==> src/rtl/inst_loader_pkg.sv <==
// Shared word/address types and the loader's FSM encoding and stream constants.
package Types;
  typedef logic [31:0] inst_t;
  typedef logic [31:0] addr_t;
endpackage

package LoaderType;
  typedef enum logic [2:0] {
    IDLE   = 3'd0,
    LEN_HI = 3'd1,
    LEN_LO = 3'd2,
    WORD   = 3'd3,
    DONE   = 3'd4,
    ERROR  = 3'd5
  } loader_state_t;

  localparam int LEN_BYTES  = 2;
  localparam int WORD_BYTES = 4;
endpackage

==> src/rtl/inst_loader_word_assembler.sv <==
// Packs big-endian bytes into 32-bit words; word_valid pulses one cycle after the last byte.
module WordAssembler
  import LoaderType::*;
(
  input  logic        clk,
  input  logic        rst,
  input  logic        clear,
  input  logic        push,
  input  logic [7:0]  byte_in,
  output logic [31:0] word,
  output logic        word_valid,
  output logic        last
);

  logic [1:0]  cnt_q;
  logic [23:0] shift_q;

  // High when the byte being pushed now completes a word.
  assign last = push && (cnt_q == 2'(WORD_BYTES - 1));

  always_ff @(posedge clk) begin
    if (!rst) begin
      cnt_q      <= 2'd0;
      shift_q    <= 24'd0;
      word       <= 32'd0;
      word_valid <= 1'b0;
    end else if (clear) begin
      cnt_q      <= 2'd0;
      shift_q    <= 24'd0;
      word_valid <= 1'b0;
    end else begin
      word_valid <= 1'b0;
      if (push) begin
        cnt_q   <= cnt_q + 2'd1;
        shift_q <= {shift_q[15:0], byte_in};
        if (last) begin
          word       <= {shift_q, byte_in};
          word_valid <= 1'b1;
        end
      end
    end
  end

endmodule

==> src/rtl/inst_loader.sv <==
// Boot loader: parses a length-prefixed byte stream and writes words into the instruction store.
// Handshake: a byte moves on every rising edge where byte_valid && byte_ready; byte_ready depends only on state.
module inst_loader
  import Types::*;
  import LoaderType::*;
#(
  parameter addr_t BASE_ADDR = 32'h0000_0000,
  parameter int    MAX_WORDS = 1024
) (
  input  logic        clk,
  input  logic        rst,
  input  logic        start,
  input  logic        byte_valid,
  input  logic [7:0]  byte_data,
  output logic        byte_ready,
  output logic        load,
  output logic [31:0] load_addr,
  output logic [31:0] load_inst,
  output logic        cpu_hold,
  output logic        done,
  output logic        error,
  output logic [2:0]  state_dbg
);

  localparam int LEN_W = 8 * LEN_BYTES;

  loader_state_t    state_q, state_d;
  logic [7:0]       len_hi_q;
  logic [LEN_W-1:0] len_q;
  logic [LEN_W-1:0] idx_q;
  logic             xfer, push, clear, word_last;
  logic [31:0]      req_len;

  assign xfer       = byte_valid && byte_ready;
  assign push       = xfer && (state_q == WORD);
  assign req_len    = {{(32 - LEN_W){1'b0}}, len_hi_q, byte_data};
  assign byte_ready = (state_q == LEN_HI) || (state_q == LEN_LO) || (state_q == WORD);
  assign cpu_hold   = (state_q != DONE);
  assign done       = (state_q == DONE);
  assign error      = (state_q == ERROR);
  assign state_dbg  = state_q;

  WordAssembler u_asm (
    .clk        (clk),
    .rst        (rst),
    .clear      (clear),
    .push       (push),
    .byte_in    (byte_data),
    .word       (load_inst),
    .word_valid (load),
    .last       (word_last)
  );

  always_comb begin
    state_d = state_q;
    clear   = 1'b0;
    case (state_q)
      IDLE, DONE, ERROR: begin
        if (start) begin
          state_d = LEN_HI;
          clear   = 1'b1;
        end
      end
      LEN_HI: if (xfer) state_d = LEN_LO;
      LEN_LO: begin
        if (xfer) begin
          if (req_len == 32'd0)             state_d = DONE;
          else if (req_len > 32'(MAX_WORDS)) state_d = ERROR;
          else                              state_d = WORD;
        end
      end
      // DONE is entered on the edge that registers the final word, so done and load coincide.
      WORD: if (word_last && (idx_q + LEN_W'(1) == len_q)) state_d = DONE;
      default: state_d = IDLE;
    endcase
  end

  always_ff @(posedge clk) begin
    if (!rst) begin
      state_q   <= IDLE;
      len_hi_q  <= 8'd0;
      len_q     <= '0;
      idx_q     <= '0;
      load_addr <= 32'd0;
    end else begin
      state_q <= state_d;
      if (clear) begin
        len_hi_q <= 8'd0;
        len_q    <= '0;
        idx_q    <= '0;
      end else if (xfer) begin
        case (state_q)
          LEN_HI: len_hi_q <= byte_data;
          LEN_LO: len_q    <= {len_hi_q, byte_data};
          WORD: begin
            if (word_last) begin
              load_addr <= BASE_ADDR + {{(30 - LEN_W){1'b0}}, idx_q, 2'b00};
              idx_q     <= idx_q + LEN_W'(1);
            end
          end
          default: ;
        endcase
      end
    end
  end

endmodule

==> config.mk <==
export PLATFORM = sky130hd
export DESIGN_NAME = inst_loader
export DESIGN_NICKNAME = d
export VERILOG_FILES = /design/src/rtl/inst_loader_pkg.sv /design/src/rtl/inst_loader_word_assembler.sv /design/src/rtl/inst_loader.sv
export SDC_FILE = /design/constraint.sdc
export NUM_CORES = 1
export LEC_CHECK = 0
export CAP_MARGIN = 10
export CORE_MARGIN = 3
export CORE_UTILIZATION = 45
export CTS_CLUSTER_SIZE = 8
export DETAILED_ROUTE_END_ITERATION = 16
export PLACE_DENSITY = 0.7
export SLEW_MARGIN = 20
export SYNTH_ARGS = -nofsm -noshare
export SYNTH_HDL_FRONTEND = slang
export SYNTH_SLANG_ARGS = --single-unit
==> constraint.sdc <==
create_clock -name clk -period 2.8 [get_ports clk]
set_clock_uncertainty 0.05 [all_clocks]
set_input_delay 0.28 -clock clk [delete_from_list [all_inputs] [get_ports clk]]
set_output_delay 0.28 -clock clk [all_outputs]
set_load 0.01 [all_outputs]
### Word-level counts from Yosys, hierarchy flattened

Cells that the tools add are included.

| word-level totals | value |
|---|---|
| register bits after elaboration | 118 |
| input port bits | 12 |
| output and inout bits | 72 |
| word-level logic and storage cells | 54 |

| cells by class | value |
|---|---|
| add/sub/neg operators | 2 |
| $lt $le $gt $ge | 1 |
| equal/unequal tests | 12 |
| mux-type cells | 10 |
| bitwise gates (word level) | 3 |
| reductions and logical operators | 17 |

Operators by type and width:

| operator | count |
|---|---|
| $logic_not A32 Y1 | 1 |
| $mux W3 | 6 |
| $add A16 B1 Y16 const B | 1 |
| $eq A16 B16 Y1 | 1 |
| $gt A16 B11 Y1 const B | 1 |
| $pmux W3 S4 | 1 |
| $reduce_and A4 Y1 | 2 |
| $eq A3 B2 Y1 const B | 2 |
| $eq A3 B3 Y1 const B | 2 |
| $ne A2 B2 Y1 const B | 3 |
| $reduce_and A3 Y1 | 2 |
| $reduce_or A3 Y1 | 2 |
| $logic_and A1 B1 Y1 | 4 |
| $reduce_and A2 Y1 | 2 |
| $eq A3 B1 Y1 const B | 1 |
| $logic_not A3 Y1 | 1 |
| $mux W1 | 3 |
| $ne A3 B3 Y1 const B | 1 |
| $not A1 Y1 | 3 |
| $add A2 B1 Y2 const B | 1 |
| $eq A2 B2 Y1 const B | 1 |
| $logic_or A1 B1 Y1 | 2 |
| $ne A2 B1 Y1 const B | 1 |
| $reduce_or A2 Y1 | 1 |

### Logic depth before layout (Yosys ltp)

Gate-level depths: netlist of run 1.

| logic depth | value |
|---|---|
| depth in word-level cells | 9 |
| mapped depth | 8 |

### Cells and area by module

A second synthesis of run 1 with hierarchy kept.

| second synthesis, totals | value |
|---|---|
| cell total of the unflattened synthesis | 610 |
| area total of the unflattened synthesis | 5308.8 µm² |

By module, submodules not included:

| module | instances | cells an instance | area each (µm²) |
|---|---|---|---|
| inst_loader | 1 | 380 | 3060.4 |
| WordAssembler | 1 | 230 | 2248.4 |

### Least setup slack after synthesis of run 1

Ideal clock, no wire load.

| path | value |
|---|---|
| kind | register -> register |
| start | reg idx_q[0] |
| end | reg state_q[1], in the netlist state_dbg[1] |
| arrival time | 2252 ps |
| required time | 2622 ps |
| setup slack | 370 ps |
| stages on the path, launching flop included | 9 |
| path buffers | 0 |
| cell sequence | dfxtp_1 ha_1 and3_1 nand3_1 xnor2_1 or4_1 or4_4 o21ai_2 o211ai_1 |

| on the way | value |
|---|---|
| cells in the longest elaborated chain, start to end | 5 |

RTL lines:

| item | line | source |
|---|---|---|
| from (decl) | inst_loader.sv:30 | `logic [LEN_W-1:0] idx_q;` |
| from (signal assigned) | inst_loader.sv:98 | `idx_q <= idx_q + LEN_W'(1);` |
| $add A16 B1 Y16 | inst_loader.sv:73 | `WORD: if (word_last && (idx_q + LEN_W'(1) == len_q)) state_d = DONE;` |
| $eq A16 B16 Y1 | inst_loader.sv:73 |  |
| $logic_and A1 B1 Y1 | inst_loader.sv:73 |  |
| $ne A2 B1 Y1 (no line) | -- |  |
| $reduce_and A4 Y1 (no line) | -- |  |
| to (signal assigned) | inst_loader.sv:86 | `state_q <= state_d;` |
| to (decl) | inst_loader.sv:27 | `loader_state_t state_q, state_d;` |

Every way passes these cells.
A chain may end at the register's enable or synchronous reset.

### Worst setup path in the final report of run 1

| path | value |
|---|---|
| start | reg idx_q[4] |
| end | reg state_q[1], in the netlist state_dbg[1] |

The elaborated chain is that of the path after synthesis.

==> reports/results.ini, run 1 <==
[run_status]
status = finished clean

[placed_design]
finalWeightedCongestion = 0.877
hpwlAfterDp_mm = 8.35
place_area_um2 = 5890
pre_cts_slack_ps = 201
numPortBuffers = 67

[worst_setup_path]
cp-start-kind = flip-flop
critPathRequiredTime_ps = 3040
worst-r2r-cell-count = 7
setup.reg_to_reg.worst_slack_ps = 320
cp.arrival_ps = 2720
rr_endpoint = state_dbg[1]
critical_path.reg2reg.startpoint = idx_q[4]
crit_type = reg -> reg
critical_path.startpoint = idx_q[4]
cp_max_fo = 10
worst_setup_path_end_kind = flip-flop
critical_path_endpoint = state_dbg[1]

[floorplanning]
top_level_ports = 84
floorplan.die_area_um2 = 12900
num_rows = 38
chipWidth_um = 113
placeableCoreArea_um2 = 11000
die_height_um = 113
initial_core_util = 0.470

[synth]
synth_ff_type = dfxtp_1
synth-seq-area-share = 0.455
yosys.cell_types.count = 49
async_flop_share = 0
netlist_area_um2 = 5190
gate_count_of_the_mapped_netlist = 636
warnings_synthesis = 0
synth-edff-count = 0
synth-seq-cells = 118
synth.avg_cell_area_um2 = 8.16

[routing]
avgViaCountPerCell = 5.22
drtPass1Iterations = 4
postRouteAntennaNets = 0
detailroute.via_count = 4414
drt-initial-drc-count = 220
drt-total-wl_mm = 12.2
post_dr_wirelength_cell_um = 14.4
drcViolationCount = 0

[clocking]
cts.hold.buffers_added = 0
tritoncts_clock_tree = done
post_cts.repair.setup_buffers = 0
ctsLongestPathBuffers = 2
clk_latency_ps = 410
number_of_levels_in_the_clock_h_tree = 4
clock_sinks = 118
cts-buffers-inserted = 17
clk_transition_reported_paths_ps = 60
cts_resized = 0
cts-root-buf = clkbuf_16

[global_route]
grt_max_degree = 58
grt_first_pass_wirelength_mm = 20.5
first_global_vias = 4125
global_route.usage.total = 0.197
globalRoute.totalOverflow = 0
grt_antenna_before_repair = 0

[timing]
fin_crit_sh = 0.887
fin_crit_ps = 2480
setup_ws_ps = 317
setup_tns_after_final_layout_ps = 0
fmax_ghz = 0.403
timing.max_slew.rel_slack = 0.608
worst_margin_slew_ps = 587
setup_repair_after_global_routing_missed_its_margin = no
finalMaxSlewViolations = 0
hold_viol = 0
setup_viol = 0

[min_path]
min-delay-path-class = reg -> reg

[final_layout]
final_layout_size_suffix_gt1_frac = 0.0836
num-nets-final = 707
num-fill-cells = 969
final_cell_area_um2 = 6480
num_antenna_cells = 0
post-route-util = 0.588
area_added_between_synthesis_and_finish_pct = 25.0

[pwr]
power_leakage_nw = 2.19
post-layout-total-power_mw = 4.47
power_per_cell_area_nw_per_um2 = 689
irDropWorstVdd_v = 0.000388

[run]
drv.max_cap_violation_count = 0

## worst max-delay path, stage by stage, from the launching register on
cell and delay [ps]:
dfxtp_1 560, and3_1 300, nand3_1 120, xnor2_1 150, or4_1 520, or4_4 450
o21ai_2 140, o211ai_1 90
## worst min path at each step
stage                      start                 to  depth (start not counted)
6_report       u_asm.shift_q[23]  u_asm.shift_q[23]                          2
5_1_grt             load_addr[4]       load_addr[4]                          2
4_1_cts        u_asm.shift_q[23]  u_asm.shift_q[23]                          2
3_5_place_dp   u_asm.shift_q[23]  u_asm.shift_q[23]                          2
3_3_place_gp      u_asm.cnt_q[1]     u_asm.cnt_q[1]                          2
2_1_floorplan       byte_data[0]           len_q[0]                          2
## cell families (layout without fill, tap and decap cells)
kind of cell,Yosys count,after routing,share of synthesized area
AND/OR/NAND/NOR,291,291,0.249
flip-flops,118,118,0.455
AO/OA/AOI/OAI,117,117,0.145
buffers and inverters,63,118,0.0680
XOR/XNOR,34,34,0.0574
multiplexers,10,10,0.0193
adder cells (fa/ha/maj),2,2,0.00482
other,1,16,0.000723
## flip-flops by register name, summed over array words and instances (netlist names)
name	count
u_asm.shift_q	24
u_asm.word_valid	1
len_q	16
idx_q	16
load_addr	16
state_dbg	3
u_asm.cnt_q	2
len_hi_q	8
u_asm.word	32
## Yosys cell counts, types with 2 or more instances
master      n  area, µm²
nand2_1   193        724
dfxtp_1   118       2360
a21oi_1    49        245
a21boi_0   48        360
nor2_1     38        143
clkbuf_1   31        116
xnor2_1    21        184
buf_4      17        128
xor2_1     13        114
mux2i_1    10        100
nand3_1    10       50.1
o21ai_0     7       35.0
nand4_1     6       37.5
and3_1      5       31.3
buf_1       5       18.8
nor3_1      5       25.0
nor4_1      5       31.3
inv_1       4       15.0
and4_1      3       26.3
buf_6       3       33.8
clkbuf_8    3       41.3
nand2b_1    3       18.8
o211ai_1    3       22.5
or3_1       3       18.8
and2_1      2       12.5
ha_1        2       25.0
nor2b_1     2       12.5
nor3b_1     2       15.0
o21ai_2     2       17.5
o221ai_1    2       17.5
or4_1       2       15.0
or4_4       2       22.5
## cell usage in the layout, fill, tap and decap left out, types with 5 or more instances in the layout
cell type and n:
conb_1 16, a21oi_1 49, mux2i_1 10, dfxtp_1 118
buf_4 14, nor2_1 38, nand2_1 192, nor3_1 5
clkbuf_16 17, xor2_1 13, clkdlybuf4s50_1 67, nand3_1 10
nor4_1 5, nand4_1 6, xnor2_1 21, o21ai_0 6
and3_1 5, a21boi_0 48
## cell type report
cell class	instances	area, µm²	area share
Clock buffer	19	443	0.0683
Clock inverter	13	148	0.0228
Inverter	4	15.0	0.00232
Multi-Input combinational cell	470	2540	0.393
Sequential cell	118	2360	0.364
Tap cell	140	175	0.0270
Timing Repair Buffer	82	796	0.123
## routing by layer
| metal | track usage | up-vias | wire length (µm) |
|---|---|---|---|
| li1 | - | 2198 | - |
| met2 | 0.303 | 129 | 5690 |
| met5 | 0 | - | 0 |
| met3 | 0.0462 | 11 | 686 |
| met1 | 0.273 | 2076 | 5690 |
| met4 | 0.0689 | 0 | 145 |
## per-stage QoR
stage                     hold slack, ps  cells
after CTS                            409    846
after global placement               396    814
after global routing                 436    846
final                                408    846
after floorplan                      366    651
after detailed placement             401    814
## report_power, final
group | switching (mW) | total, mW | internal (mW) | leakage [nW]
Sequential | 0.0322 | 1.75 | 1.72 | 0.951
Clock | 0.796 | 2.14 | 1.35 | 0.289
Combinational | 0.347 | 0.575 | 0.228 | 0.955
Total | 1.17 | 4.47 | 3.29 | 2.19
Power figures use the tool's default switching activity.
==> run 2: changes to the inputs <==
--- a/config.mk
+++ b/config.mk
@@ -6,11 +6,14 @@
 export NUM_CORES = 1
 export LEC_CHECK = 0
 export CAP_MARGIN = 10
+export CELL_PAD_IN_SITES_DETAIL_PLACEMENT = 1
+export CELL_PAD_IN_SITES_GLOBAL_PLACEMENT = 2
 export CORE_MARGIN = 3
-export CORE_UTILIZATION = 45
+export CORE_UTILIZATION = 31
 export CTS_CLUSTER_SIZE = 8
 export DETAILED_ROUTE_END_ITERATION = 16
-export PLACE_DENSITY = 0.7
+export MAX_ROUTING_LAYER = met4
+export PLACE_DENSITY = 0.8
 export SLEW_MARGIN = 20
 export SYNTH_ARGS = -nofsm -noshare
 export SYNTH_HDL_FRONTEND = slang
==> run 2 against run 1 <==
Worst setup slack got worse by 120 ps. Worst hold slack improved by 3.0 ps. Routed wire length rose by 18%.
==> reports/results.ini, run 2 (synthesis results as in run 1) <==
[run_status]
status = finished clean

[clocking]
cts-buffers-inserted = 17
clk_latency_ps = 410
ctsLongestPathBuffers = 2
cts_resized = 0
clk_transition_reported_paths_ps = 50
post_cts.repair.setup_buffers = 0
cts-root-buf = clkbuf_16
clock_sinks = 118
tritoncts_clock_tree = done
cts.hold.buffers_added = 0
number_of_levels_in_the_clock_h_tree = 4

[final_layout]
final_common_cell = nand2_1
largest_register_ffs = 32
num_antenna_cells = 0
ff_latch_area_um2 = 2360
biggestRegsByFlops = u_asm.word: 32 flops, u_asm.shift_q: 24 flops
num-nets-final = 709
stdcell_count = 922
post-route-util = 0.411
multi_input_area_um2 = 2540
regMostFlops = u_asm.word
num-fill-cells = 1910
final_layout_size_suffix_gt1_frac = 0.0822
final_cell_area_um2 = 6630
area_added_between_synthesis_and_finish_pct = 27.7
layout_common_cells = nand2_1 (192), dfxtp_1 (118), clkdlybuf4s50_1 (67)

[floorplanning]
chipWidth_um = 135
num_rows = 46
die_height_um = 135
initial_core_util = 0.322
placeableCoreArea_um2 = 16100
floorplan.die_area_um2 = 18300
top_level_ports = 84

[timing]
setup_ws_ps = 199
fin_crit_sh = 0.929
worst_margin_slew_ps = 874
hold_viol = 0
fin_crit_ps = 2600
fmax_ghz = 0.385
setup_tns_after_final_layout_ps = 0
setup_repair_after_global_routing_missed_its_margin = no
timing.max_slew.rel_slack = 0.415
setup_viol = 0
fin_worst_hold_slack_ps = 411
finalMaxSlewViolations = 0

[worst_setup_path]
worst_setup_path_end_kind = flip-flop
cp.arrival_ps = 2830
cp-start-kind = flip-flop
critPathRequiredTime_ps = 3030
crit_chain = and3_1 -> nand3_1 -> xnor2_1 -> or4_1 -> or4_4 -> o21ai_2 -> o211ai_1
cpMaxStageDelayCell = dfxtp_1
critical-path-top-delay-family = simple AND/OR/NAND/NOR gates
slowest_delay_ps = 580
critPathBufInv = 0
cp_max_fo = 10
crit_type = reg -> reg

[routing]
drt-initial-drc-count = 255
postRouteAntennaNets = 0
avgViaCountPerCell = 4.83
drtPass1Iterations = 4
drcViolationCount = 0
drt-total-wl_mm = 14.4
detailroute.via_count = 4455
post_dr_wirelength_cell_um = 15.6

[placed_design]
pre_cts_slack_ps = 136
finalWeightedCongestion = 0.845
place_area_um2 = 6020
hpwlAfterDp_mm = 10.1
numPortBuffers = 67
dp_cells = 892

[pwr]
post-layout-total-power_mw = 4.62
power_leakage_nw = 2.22
power_per_cell_area_nw_per_um2 = 697
irDropWorstVdd_v = 0.000438

[global_route]
grt_antenna_before_repair = 0
grt_first_pass_wirelength_mm = 23.6
first_global_vias = 4516
global_route.usage.total = 0.167
grt_max_degree = 54
globalRoute.totalOverflow = 0

[min_path]
min-delay-path-class = reg -> reg

[run]
drv.max_cap_violation_count = 0

run 2: cell count changes in the layout (fill, tap and decap cells not counted), sizes merged:
cell and change:
buf +2, bufinv +2, clkbuf +2, clkinv -2, inv -4
run 2: where the power goes:
group,leakage (nW),internal (mW),switching (mW)
clock network,0.299,1.52,0.743
logic,0.969,0.231,0.371
registers,0.951,1.72,0.0330
run 2: path summary, 6_finish.rpt:
check	from	end	slack [ps]	cells past startpoint
hold / removal	u_asm.shift_q[21]	u_asm.shift_q[21]	410	2
setup / recovery	idx_q[4]	state_dbg[1]	200	7
hold reg to reg	u_asm.shift_q[21]	u_asm.shift_q[21]	410	2
setup reg to reg	idx_q[4]	state_dbg[1]	200	7
run 2: layout make-up:
type | instances | area share
inverter | 4 | 0.00227
multi-input combinational | 470 | 0.384
timing repair buffer | 84 | 0.124
clock inverter | 9 | 0.0228
sequential | 118 | 0.356
tap | 216 | 0.0408
clock buffer | 21 | 0.0695
run 2: worst reg2reg max path, stage by stage (launching register included):
cell and delay, ps:
dfxtp_1 580, and3_1 330, nand3_1 120, xnor2_1 150, or4_1 510, or4_4 460
o21ai_2 160, o211ai_1 110
run 2: per-layer routing:
metal / part of all wire / wire length [µm] / up-vias / track usage
met2: 0.46 / 6580 / 95 / 0.251
met1: 0.48 / 6940 / 2143 / 0.221
li1: - / - / 2199 / -
met4: 0.016 / 237 / 0 / 0.0588
met3: 0.043 / 622 / 18 / 0.0375
met5: 0 / 0 / - / -
==> run 3: changes to the inputs <==
--- a/config.mk
+++ b/config.mk
@@ -8,7 +8,7 @@
 export CAP_MARGIN = 10
 export CELL_PAD_IN_SITES_DETAIL_PLACEMENT = 1
 export CELL_PAD_IN_SITES_GLOBAL_PLACEMENT = 2
-export CORE_MARGIN = 3
+export CORE_MARGIN = 2
 export CORE_UTILIZATION = 31
 export CTS_CLUSTER_SIZE = 8
 export DETAILED_ROUTE_END_ITERATION = 16
==> constraint.sdc (replaced) <==
create_clock -name clk -period 2.9 [get_ports clk]
set_clock_uncertainty 0.05 [all_clocks]
set_input_delay 0.29 -clock clk [delete_from_list [all_inputs] [get_ports clk]]
set_output_delay 0.29 -clock clk [all_outputs]
set_load 0.01 [all_outputs]
==> run 3 against run 2 <==
Routed wire length is 1.5% lower. Combinational power is 5.5% lower. Worst hold slack worse by 2.6 ps. Global-route usage is 0.43 points higher. Clock-buffer cell count is 1 lower. Utilization is 1.1 points lower. First-iteration DRC count is 5.5% lower.
==> reports/results.ini, run 3 (synthesis results as in run 1) <==
[clocking]
cts-buffers-inserted = 17
cts.hold.buffers_added = 0
cts-root-buf = clkbuf_16
tritoncts_clock_tree = done
number_of_levels_in_the_clock_h_tree = 4
clk_latency_ps = 420
clk_transition_reported_paths_ps = 50
ctsLongestPathBuffers = 2
clock_sinks = 118
cts_resized = 0
post_cts.repair.setup_buffers = 0

[worst_setup_path]
worst-r2r-cell-count = 7
cp.arrival_ps = 2760
rr_endpoint = state_dbg[1]
worst_setup_path_end_kind = flip-flop
cp_max_fo = 9
critPathRequiredTime_ps = 3140
cp-start-kind = flip-flop
crit_type = reg -> reg
critical_path.reg2reg.startpoint = idx_q[8]
setup.reg_to_reg.worst_slack_ps = 380

[final_layout]
num_antenna_cells = 0
final_layout_size_suffix_gt1_frac = 0.0809
biggestRegsByFlops = u_asm.word: 32 flops, u_asm.shift_q: 24 flops
regMostFlops = u_asm.word
stdcell_count = 925
final_cell_area_um2 = 6590
largest_register_ffs = 32
final_common_cell = nand2_1
post-route-util = 0.400
num-nets-final = 706
area_added_between_synthesis_and_finish_pct = 26.9
layout_common_cells = nand2_1 (192), dfxtp_1 (118), clkdlybuf4s50_1 (67)

[routing]
detailroute.via_count = 4398
dr_wl_met2_mm = 6.45
routedLengthMet1_mm = 6.94
post_dr_wirelength_cell_um = 15.3
highest_layer = met4
postRouteAntennaNets = 0
drt-initial-drc-count = 241
avgViaCountPerCell = 4.75
drt-total-wl_mm = 14.2
drtPass1Iterations = 4
met3_length_um = 526
drcViolationCount = 0

[global_route]
globalRoute.totalOverflow = 0
grt_antenna_before_repair = 0
grt_first_pass_wirelength_mm = 23.4
first_global_vias = 4493
grt_max_degree = 67
global_route.usage.total = 0.171

[timing]
finalMaxSlewViolations = 0
timing.max_slew.rel_slack = 0.497
setup_viol = 0
fin_worst_hold_slack_ps = 408
setup_repair_after_global_routing_missed_its_margin = no
setup_tns_after_final_layout_ps = 0
worst_margin_slew_ps = 753
hold_viol = 0
fin_crit_ps = 2520
fmax_ghz = 0.396
fin_crit_sh = 0.870
setup_ws_ps = 376

[floorplanning]
initial_core_util = 0.315
die_height_um = 133
floorplan.die_area_um2 = 17800
top_level_ports = 84
chipWidth_um = 133
placeableCoreArea_um2 = 16500
num_rows = 47

[placed_design]
numPortBuffers = 67
place_area_um2 = 5990
hpwlAfterDp_mm = 9.93
dp_cells = 893
finalWeightedCongestion = 0.821
pre_cts_slack_ps = 241

[pwr]
p_int_mw = 3.25
sequentialPowerShare = 0.385
irDropWorstVdd_v = 0.000417
power_leakage_nw = 2.18
p_sw_mw = 1.14
logic_pwr_share = 0.129
post-layout-total-power_mw = 4.40
power_per_cell_area_nw_per_um2 = 668
switching_share = 0.260
p_clk_frac = 0.486

[min_path]
timing.hold.worst_endpoint = u_asm.shift_q[18]
hold_path.startpoint = u_asm.shift_q[18]
min-delay-path-class = reg -> reg
hold_depth = 2

[run]
drv.max_cap_violation_count = 0

[run_status]
status = finished clean

run 3: cell count changes in the layout (fill, tap and decap cells not counted):
| cell | before | now |
|---|---|---|
| clkinvlp_4 | 1 | 4 |
| inv_6 | 0 | 1 |
| buf_4 | 15 | 13 |
| bufinv_16 | 4 | 3 |
| clkbuf_8 | 2 | 1 |
| buf_12 | 2 | 1 |
run 3: worst max path at each step:
stage / depth (start not counted) / slack [ps] / startpoint / end
after detailed placement: 8 / 240 / byte_valid / state_dbg[1]
final: 7 / 380 / idx_q[8] / state_dbg[1]
after global routing: 7 / 220 / idx_q[2] / state_dbg[1]
after floorplan: 8 / 470 / idx_q[0] / state_dbg[1]
after global placement: 8 / 280 / byte_valid / state_dbg[1]
after CTS: 7 / 390 / idx_q[4] / state_dbg[1]
run 3: final cells by class:
class | count | area (µm²)
Clock buffer | 20 | 447
Sequential cell | 118 | 2360
Multi-Input combinational cell | 470 | 2540
Timing Repair Buffer | 81 | 788
Clock inverter | 12 | 153
Inverter | 4 | 15.0
Tap cell | 220 | 275
Fill cell | 1975 | 9880
run 3: power by group through the flow:
stage | Sequential [mW] | Clock, mW | Combinational (mW)
global placement | 1.73 | 0 | 0.556
CTS | 1.69 | 2.17 | 0.575
global route | 1.70 | 2.26 | 0.626
floorplan | 1.73 | 0 | 0.363
finish | 1.69 | 2.14 | 0.568
detailed placement | 1.73 | 0 | 0.572
run 3: layer usage:
| layer | global-route usage | up-vias |
|---|---|---|
| met5 | - | - |
| met4 | 0.0644 | 0 |
| met3 | 0.0354 | 19 |
| met2 | 0.262 | 96 |
| met1 | 0.223 | 2083 |
| li1 | - | 2200 |
run 3: worst max-delay path: stages, from the launching register on:
cell and delay, ps:
dfxtp_1 520, nand4_1 300, or4_4 500, nor2_1 160, a211oi_1 70, or4_4 560, o21ai_2 140, o211ai_1 100
